### config.mk
export PLATFORM = sky130hd
export DESIGN_NAME = morse_letter_tx
export DESIGN_NICKNAME = d
export VERILOG_FILES = /design/src/rtl/morse_letter_tx.sv
export SDC_FILE = /design/constraint.sdc
export NUM_CORES = 1
export LEC_CHECK = 0
export CORE_UTILIZATION = 35
export DETAILED_ROUTE_END_ITERATION = 7
export PLACE_DENSITY = 0.54
export SYNTH_ARGS = -nofsm -noshare
export SYNTH_HDL_FRONTEND = slang
export SYNTH_SLANG_ARGS = --single-unit
### constraint.sdc
create_clock -name CLOCK_50 -period 2.1 [get_ports CLOCK_50]
set_input_delay 0.315 -clock CLOCK_50 [delete_from_list [all_inputs] [get_ports CLOCK_50]]
set_output_delay 0.315 -clock CLOCK_50 [all_outputs]
set_load 0.01 [all_outputs]
### src/rtl/morse_letter_tx.sv
// Morse-code letter transmitter (A-Z from a 5-bit switch code) driving one LED.
// Build option: define MORSE_REPEAT_EN to repeat the letter until KEY[1] is pressed again.
module morse_letter_tx #(
   parameter int DOT_CYCLES = 25_000_000,
   parameter int DASH_UNITS = 3,
   parameter int LGAP_UNITS = 3,
   parameter int CNT_W      = $clog2(DOT_CYCLES *
                                     ((DASH_UNITS > LGAP_UNITS) ? DASH_UNITS : LGAP_UNITS))
) (
   input  logic       CLOCK_50,
   input  logic [1:0] KEY,
   input  logic [4:0] SW,
   output logic [2:0] LEDR
);

   localparam logic [CNT_W-1:0] DOT_LAST  = CNT_W'(DOT_CYCLES - 1);
   localparam logic [CNT_W-1:0] DASH_LAST = CNT_W'(DASH_UNITS * DOT_CYCLES - 1);
   localparam logic [CNT_W-1:0] LGAP_LAST = CNT_W'(LGAP_UNITS * DOT_CYCLES - 1);

   typedef enum logic [2:0] {
      IDLE  = 3'd0,
      LOAD  = 3'd1,
      MARK  = 3'd2,
      SPACE = 3'd3,
      LGAP  = 3'd4,
      DONE  = 3'd5
   } state_t;

   logic             w_rstN;
   logic [5:0]       w_rom;
   logic             w_valid;
   logic [CNT_W-1:0] w_markLast;

   logic             r_meta;
   logic             r_sync;
   logic             r_prev;
   logic [1:0]       r_vld;
   logic             r_start;

   state_t           r_state;
   logic [CNT_W-1:0] r_cnt;
   logic [1:0]       r_idx;
   logic [1:0]       r_lastIdx;
   logic [3:0]       r_pat;
   logic             r_light;
   logic             r_busy;
   logic             r_done;
`ifdef MORSE_REPEAT_EN
   logic             r_stop;
`endif

   assign w_rstN = KEY[0];
   assign LEDR   = {r_done, r_busy, r_light};

   // ROM entry = {last symbol index, pattern}; pattern bit i is symbol i, 1 = dash.
   always_comb begin
      w_rom = 6'b00_0000;
      case (SW)
         5'd0:    w_rom = 6'b01_0010;
         5'd1:    w_rom = 6'b11_0001;
         5'd2:    w_rom = 6'b11_0101;
         5'd3:    w_rom = 6'b10_0001;
         5'd4:    w_rom = 6'b00_0000;
         5'd5:    w_rom = 6'b11_0100;
         5'd6:    w_rom = 6'b10_0011;
         5'd7:    w_rom = 6'b11_0000;
         5'd8:    w_rom = 6'b01_0000;
         5'd9:    w_rom = 6'b11_1110;
         5'd10:   w_rom = 6'b10_0101;
         5'd11:   w_rom = 6'b11_0010;
         5'd12:   w_rom = 6'b01_0011;
         5'd13:   w_rom = 6'b01_0001;
         5'd14:   w_rom = 6'b10_0111;
         5'd15:   w_rom = 6'b11_0110;
         5'd16:   w_rom = 6'b11_1011;
         5'd17:   w_rom = 6'b10_0010;
         5'd18:   w_rom = 6'b10_0000;
         5'd19:   w_rom = 6'b00_0001;
         5'd20:   w_rom = 6'b10_0100;
         5'd21:   w_rom = 6'b11_1000;
         5'd22:   w_rom = 6'b10_0110;
         5'd23:   w_rom = 6'b11_1001;
         5'd24:   w_rom = 6'b11_1101;
         5'd25:   w_rom = 6'b11_0011;
         default: w_rom = 6'b00_0000;
      endcase
   end

   assign w_valid    = (SW < 5'd26);
   assign w_markLast = r_pat[r_idx] ? DASH_LAST : DOT_LAST;

   // The reset-time 1s in the synchronizer are not real samples, so the edge
   // detector only arms once r_sync holds a value actually taken from the pin;
   // a button held through reset therefore never fires.
   always_ff @(posedge CLOCK_50 or negedge w_rstN) begin
      if (!w_rstN) begin
         r_meta  <= 1'b1;
         r_sync  <= 1'b1;
         r_prev  <= 1'b0;
         r_vld   <= 2'b00;
         r_start <= 1'b0;
      end else begin
         r_meta  <= KEY[1];
         r_sync  <= r_meta;
         r_vld   <= {r_vld[0], 1'b1};
         r_prev  <= r_vld[1] & r_sync;
         r_start <= r_prev & ~r_sync;
      end
   end

   // Busy is the registered "not idle" state, so it trails the FSM by one cycle.
   always_ff @(posedge CLOCK_50 or negedge w_rstN) begin
      if (!w_rstN) begin
         r_state   <= IDLE;
         r_cnt     <= '0;
         r_idx     <= 2'd0;
         r_lastIdx <= 2'd0;
         r_pat     <= 4'd0;
         r_light   <= 1'b0;
         r_busy    <= 1'b0;
         r_done    <= 1'b0;
`ifdef MORSE_REPEAT_EN
         r_stop    <= 1'b0;
`endif
      end else begin
         r_busy <= (r_state != IDLE);
`ifdef MORSE_REPEAT_EN
         if (r_state == IDLE) begin
            r_stop <= 1'b0;
         end else if (r_start) begin
            r_stop <= 1'b1;
         end
`endif
         case (r_state)
            IDLE: begin
               r_cnt <= '0;
               if (r_start) begin
                  r_state <= LOAD;
               end
            end
            LOAD: begin
               r_cnt     <= '0;
               r_idx     <= 2'd0;
               r_lastIdx <= w_rom[5:4];
               r_pat     <= w_rom[3:0];
               if (w_valid) begin
                  r_state <= MARK;
                  r_light <= 1'b1;
               end else begin
                  r_state <= DONE;
                  r_done  <= 1'b1;
               end
            end
            MARK: begin
               if (r_cnt == w_markLast) begin
                  r_cnt   <= '0;
                  r_light <= 1'b0;
                  r_state <= (r_idx == r_lastIdx) ? LGAP : SPACE;
               end else begin
                  r_cnt <= r_cnt + 1'b1;
               end
            end
            SPACE: begin
               if (r_cnt == DOT_LAST) begin
                  r_cnt   <= '0;
                  r_idx   <= r_idx + 2'd1;
                  r_light <= 1'b1;
                  r_state <= MARK;
               end else begin
                  r_cnt <= r_cnt + 1'b1;
               end
            end
            LGAP: begin
               if (r_cnt == LGAP_LAST) begin
                  r_cnt <= '0;
`ifdef MORSE_REPEAT_EN
                  if (r_stop) begin
                     r_state <= DONE;
                     r_done  <= 1'b1;
                  end else begin
                     r_state <= LOAD;
                  end
`else
                  r_state <= DONE;
                  r_done  <= 1'b1;
`endif
               end else begin
                  r_cnt <= r_cnt + 1'b1;
               end
            end
            DONE: begin
               r_cnt   <= '0;
               r_done  <= 1'b0;
               r_state <= IDLE;
            end
            default: begin
               r_cnt   <= '0;
               r_light <= 1'b0;
               r_done  <= 1'b0;
               r_state <= IDLE;
            end
         endcase
      end
   end

endmodule

==> results of run 1 <==
[worst max-delay path, stage by stage, from the launching register on]
cell,delay [ns]
dfrtp_1,0.39
or4b_4,0.56
or3b_4,0.40
a31o_4,0.26
nor4_4,0.17
buf_6,0.17
clkbuf_16,0.17
nor2_1,0.05
[what timing repair did]
item	CTS	global route
hold buffers	0	0
setup endpoints to repair	30	32
cloned	0	2
gates resized for setup	1	23
pin swaps	0	5
setup buffers	0	2
[power by group through the flow]
| stage | Sequential [mW] | Combinational [mW] | Clock, mW |
|---|---|---|---|
| floorplan | 0.930 | 0.0496 | 0 |
| global placement | 0.931 | 0.104 | 0 |
| detailed placement | 0.931 | 0.105 | 0 |
| CTS | 0.913 | 0.105 | 0.666 |
| global route | 0.913 | 0.117 | 0.694 |
| finish | 0.913 | 0.105 | 0.640 |
[layer usage]
| layer | vias up | wire length, um |
|---|---|---|
| met5 | - | 0 |
| li1 | 1058 | - |
| met4 | 0 | 44 |
| met2 | 30 | 2710 |
| met3 | 5 | 161 |
| met1 | 1044 | 2840 |
[final timing paths]
kind / end / slack, ns
max in group asynchronous: r_cnt[19]$_DFF_PN0_ / 1.58
hold reg to reg: r_vld[1]$_DFF_PN0_ / 0.35
min in group CLOCK_50: r_vld[1]$_DFF_PN0_ / 0.35
hold / removal: r_busy$_DFF_PN0_ / 0.09
setup / recovery: r_cnt[19]$_DFF_PN0_ / -0.18
setup reg to reg: r_cnt[19]$_DFF_PN0_ / -0.18
[final cells by class]
cell class,count,area share [%]
inverter,8,0.892
multi-input combinational,211,45.2
clock inverter,1,0.892
timing repair buffer,45,12.1
sequential,47,35.0
tap,99,3.68
clock buffer,6,2.15
[through the flow]
step | std cells | instance area (um^2) | setup WS [ns] | total power [mW] | util, %
after floorplan | 282 | 2730 | -0.119 | 0.980 | -
after detailed placement | 406 | 3110 | -0.120 | 1.04 | 42.2
final | 417 | 3370 | -0.178 | 1.66 | 45.7
after global placement | 406 | 3110 | -0.109 | 1.04 | 42.2
after CTS | 413 | 3220 | -0.108 | 1.68 | 43.6
after global routing | 417 | 3370 | -0.219 | 1.72 | 45.7
[placed cells by master (no fill, tap or decap), drive strengths merged, types with 2 or more instances in the layout]
cell,count
dfrtp,45
nor2,38
buf,34
nand2,22
xor2,15
xnor2,13
o21ai,12
a21oi,10
nand3,9
ha,9
clkdlybuf4s50,9
inv,8
clkbuf,8
nand4,7
and4,6
nor3,6
and2,5
a211oi,5
mux2i,4
a31oi,3
and3,3
mux2,3
o211ai,3
nor4,3
nor2b,3
or4b,2
nand4b,2
mux4,2
and3b,2
nand2b,2
nand3b,2
a22oi,2
dfstp,2
or3b,2
nor3b,2
a31o,2
[state kept, by name (all words and copies together) (netlist names)]
name / flops
r_meta: 1
r_vld: 2
r_start: 1
r_idx: 2
r_lastIdx: 2
r_busy: 1
r_light: 1
r_done: 1
r_cnt: 27
r_pat: 4
r_state: 3
r_sync: 1
r_prev: 1
[kinds of logic (layout without fill, tap and decap cells)]
kind of cell / Yosys count / in the layout / share of synthesized area (%)
compound gates: 45 / 45 / 10.7
xor+xnor: 28 / 28 / 9.06
fa+ha+maj: 9 / 9 / 4.16
buf+inv: 24 / 60 / 4.30
flops: 47 / 47 / 43.6
mux: 9 / 9 / 4.39
other cells: 1 / 1 / 0.139
simple gates: 119 / 119 / 23.7
==> impl_metrics.json, run 1 <==
{
  "cts_tree": "done",
  "grt_overflow": 0,
  "async_reset_ff_share_pct": 100,
  "ioPinCount": 11,
  "slew_viol_final": 0,
  "cts_sinks": 47,
  "max_freq_mhz": 439,
  "area_growth_pct": 24.5,
  "cts-root-buf": "clkbuf_8",
  "gp_congestion": 0.774,
  "grt_max_degree": 48,
  "diodes": 0,
  "io_buffer_count": 10,
  "rsz0062_at_grt": "true",
  "cp_max_fo": 13,
  "synth_edf_count": 0,
  "multi_input_area_mm2": 0.00152,
  "tns_ns": -4.55,
  "filler_cell_count": 723,
  "synth_top_cells_by_count": "dfrtp_1, nor2_1, nand2_1, xor2_1, xnor2_1",
  "synth_area_per_cell_um2": 9.60,
  "start_util_pct": 36.7,
  "syn_nets": 299,
  "yosys-top-cells-area": "dfrtp_1, nor2_1, xor2_1",
  "clock_latency_ns": 0.30,
  "pwr-share-seq_pct": 55.1,
  "cts.reportedPaths.clkPinSlew_ns": 0.09,
  "ys_warn_count": 0,
  "synth.most_common_cell": "dfrtp_1",
  "intPower_mw": 1.30,
  "relSlewSlack_pct": 59.4,
  "r2r-start": "r_cnt[12]$_DFF_PN0_",
  "die_area_mm2": 0.00809,
  "outcome": "complete, but fails checks",
  "ir_drop_mv": 0.262,
  "wl_mm": 5.76,
  "path_class": "flop to flop",
  "timing.hold.ws_ns": 0.0863,
  "seq_area_frac_synth_pct": 43.6,
  "die_x_um": 89.9,
  "viasPerCell": 5.12,
  "yosysTopAreaCellShare_pct": 41.6,
  "synth_top_area_cell": "dfrtp_1",
  "clockBufferDepth": 2,
  "fin_nets": 335,
  "yosysUniqueCellTypes": 53,
  "switching_share_pct": 21.3,
  "min_period_over_period_pct": 108,
  "drt_iter0_drc": 126,
  "coreArea_mm2": 0.00737,
  "cts_made_buffers": 5,
  "synthesis.area_mm2": 0.00271,
  "top_usage_layer": "met2",
  "vias": 2137,
  "rows": 31,
  "start_kind": "flop",
  "grt_pass1_wl_mm": 9.41,
  "final-hold-violation-count": 0,
  "p_leak_nw": 1.47,
  "drc": 0,
  "ys_ff_latch": 47,
  "synthesis.instances": 282,
  "grtUsageMet2_pct": 22.6,
  "grtUsageMet1_pct": 20.0,
  "min_period_ns": 2.28,
  "die_h_um": 89.9,
  "ys.flop_type": "dfrtp_1",
  "setup_viol": 30,
  "layout_setup_ws_ns": -0.178,
  "antenna_found_initial": 0,
  "grt_pass1_vias": 2005,
  "critPathLaunch": "r_cnt[12]$_DFF_PN0_",
  "drv_cap": 0,
  "p_comb_share_pct": 6.3,
  "worst_pin_slew_ns": 0.609,
  "p_clk_share_pct": 38.6,
  "wl_per_cell_um": 13.8,
  "ctsHtreeMaxLevel": 2,
  "final_layout_size_suffix_gt1_share_pct": 23.0,
  "powerDensity_mw_per_mm2": 492,
  "r2r_cells": 7,
  "ant_nets": 0,
  "hp-class": "input port to async pin",
  "gr-usage-met3_pct": 2.54,
  "arrival_ns": 2.46,
  "seq_area_mm2": 0.00118,
  "worstPathRequired_ns": 2.28,
  "dr.pass1.iters": 4,
  "fin_skew_ns": 0.00982,
  "gr-usage-all-layers_pct": 14.2,
  "violations": "setup timing",
  "p_switching_mw": 0.353,
  "place_hpwl_mm": 3.94,
  "end_kind": "flop"
}
(Power assumes the default switching activity.)
==> run 2, diff against run 1 <==
--- a/config.mk
+++ b/config.mk
@@ -5,9 +5,10 @@
 export SDC_FILE = /design/constraint.sdc
 export NUM_CORES = 1
 export LEC_CHECK = 0
-export CORE_UTILIZATION = 35
+export CAP_MARGIN = 20
+export CORE_UTILIZATION = 40
 export DETAILED_ROUTE_END_ITERATION = 7
-export PLACE_DENSITY = 0.54
+export PLACE_DENSITY = 0.59
 export SYNTH_ARGS = -nofsm -noshare
 export SYNTH_HDL_FRONTEND = slang
 export SYNTH_SLANG_ARGS = --single-unit
==> impl_metrics.json, run 2 (same netlist as run 1, synthesis figures left out) <==
{
  "outcome": "complete, but fails checks",
  "violations": "DRC, setup timing",
  "cts_sinks": 47,
  "grt_overflow": 0,
  "clockBufferDepth": 2,
  "start_kind": "flop",
  "io_buffer_count": 10,
  "p_leak_nw": 1.45,
  "end_kind": "flop",
  "setup_viol": 28,
  "die_h_um": 84.3,
  "p_clk_share_pct": 34.7,
  "drt_iter0_drc": 127,
  "path_class": "flop to flop",
  "cts-root-buf": "clkbuf_8",
  "filler_cell_count": 598,
  "slew_viol_final": 0,
  "drv_cap": 0,
  "wl_per_cell_um": 13.9,
  "dp_slack_ns": -0.118,
  "holdBufCountCts": 0,
  "p_comb_share_pct": 6.7,
  "place_hpwl_mm": 3.96,
  "antenna_found_initial": 0,
  "ir_drop_mv": 0.245,
  "viasPerCell": 5.31,
  "ctsHtreeMaxLevel": 2,
  "grt_pass1_vias": 2026,
  "grt_max_degree": 48,
  "hp-class": "input port to async pin",
  "reg_top3": "r_cnt x27, r_pat x4, r_state x3",
  "cp_max_fo": 27,
  "die_area_mm2": 0.00710,
  "final-hold-violation-count": 0,
  "area_growth_pct": 19.4,
  "worst_pin_slew_ns": 0.605,
  "ioPinCount": 11,
  "worstPathRequired_ns": 2.30,
  "layout_setup_ws_ns": -0.0701,
  "max_freq_mhz": 461,
  "diodes": 0,
  "cts.reportedPaths.clkPinSlew_ns": 0.09,
  "final_layout_size_suffix_gt1_share_pct": 19.4,
  "layout_common_cells": "dfrtp_1, nor2_1, buf_4",
  "cts_made_buffers": 5,
  "start_util_pct": 42.1,
  "relSlewSlack_pct": 59.7,
  "switching_share_pct": 23.7,
  "dr.pass1.iters": 6,
  "intPower_mw": 1.19,
  "wl_mm": 5.50,
  "regMostFlops": "r_cnt",
  "rsz0062_at_grt": "true",
  "ant_nets": 0,
  "grt_pass1_wl_mm": 9.49,
  "vias": 2103,
  "gp_congestion": 0.854,
  "powerDensity_mw_per_mm2": 481,
  "pwr-share-seq_pct": 58.7,
  "die_x_um": 84.3,
  "r2r_slack_ns": -0.07,
  "largest_reg_flops": 27,
  "coreArea_mm2": 0.00642,
  "drc": 4,
  "fin_skew_ns": 0.00632,
  "timing.hold.ws_ns": 0.0860,
  "power.total_mw": 1.56,
  "gr-usage-all-layers_pct": 16.8,
  "min_period_ns": 2.17,
  "rows": 29,
  "fin_nets": 335,
  "cts_tree": "done",
  "clock_latency_ns": 0.31,
  "min_period_over_period_pct": 103,
  "p_switching_mw": 0.368,
  "arrival_ns": 2.37,
  "final_common_cell": "dfrtp_1"
}
run 2: cell types whose count changed in the layout (fill, tap and decap cells not counted), sizes merged:
cell      before  now
clkinv         0    1
buf           34   36
clkbuf         8    6
bufinv         1    0
clkinvlp       0    1
run 2: power groups by stage:
stage | sequential [mW] | combinational [mW] | clock [mW]
final | 0.913 | 0.104 | 0.539
after global routing | 0.913 | 0.119 | 0.588
after CTS | 0.913 | 0.105 | 0.559
after detailed placement | 0.931 | 0.105 | 0
after global placement | 0.931 | 0.104 | 0
after floorplan | 0.930 | 0.0496 | 0
run 2: final cells by class:
type	count	area (um^2)	share of cell area, %
multi-input cells	211	1470	45.5
clock buffers	6	72.6	2.25
inverters	8	30.0	0.929
repair buffers	45	370	11.5
flip-flops and latches	47	1180	36.5
well taps	77	96.3	2.98
clock inverters	2	12.5	0.387
run 2: critical path: stages (launching register included):
cell	delay, ns
dfrtp_1	0.39
or4b_4	0.55
or3b_4	0.40
a31o_4	0.26
nor4_4	0.18
buf_12	0.21
nor2_1	0.07
run 2: path summary, 6_finish.rpt:
check	startpoint	end	cells after the start
setup / recovery	r_cnt[12]$_DFF_PN0_	r_cnt[24]$_DFF_PN0_	6
hold / removal	KEY[0]	r_pat[0]$_DFFE_PN0P_	2
setup reg to reg	r_cnt[12]$_DFF_PN0_	r_cnt[24]$_DFF_PN0_	6
hold reg to reg	r_vld[0]$_DFF_PN0_	r_vld[1]$_DFF_PN0_	0
max in group asynchronous	KEY[0]	r_cnt[25]$_DFF_PN0_	2
min in group CLOCK_50	r_vld[0]$_DFF_PN0_	r_vld[1]$_DFF_PN0_	0
run 2: through the flow:
stage / instance area [um^2] / utilization [%] / std cells / TNS, ns
6_report: 3230 / 50.3 / 396 / -1.66
3_3_place_gp: 3080 / 48.0 / 384 / -2.45
4_1_cts: 3190 / 49.7 / 393 / -1.97
3_5_place_dp: 3080 / 48.0 / 384 / -3.03
2_1_floorplan: 2730 / - / 282 / -2.37
5_1_grt: 3230 / 50.3 / 396 / -3.85
run 2: what timing repair did:
item	CTS	global route
hold endpoints to repair	0	0
buffers inserted	1	3
endpoints found under the setup margin	30	32
pin swaps	2	3
resized for setup	4	6
run 2: layer usage:
metal / track usage (%) / vias to the layer above / wire (um)
li1: - / 1060 / -
met1: 23.5 / 1024 / 2850
met2: 26.3 / 12 / 2470
met3: 2.95 / 7 / 93
met4: 6.11 / 0 / 86
met5: 0 / - / 0
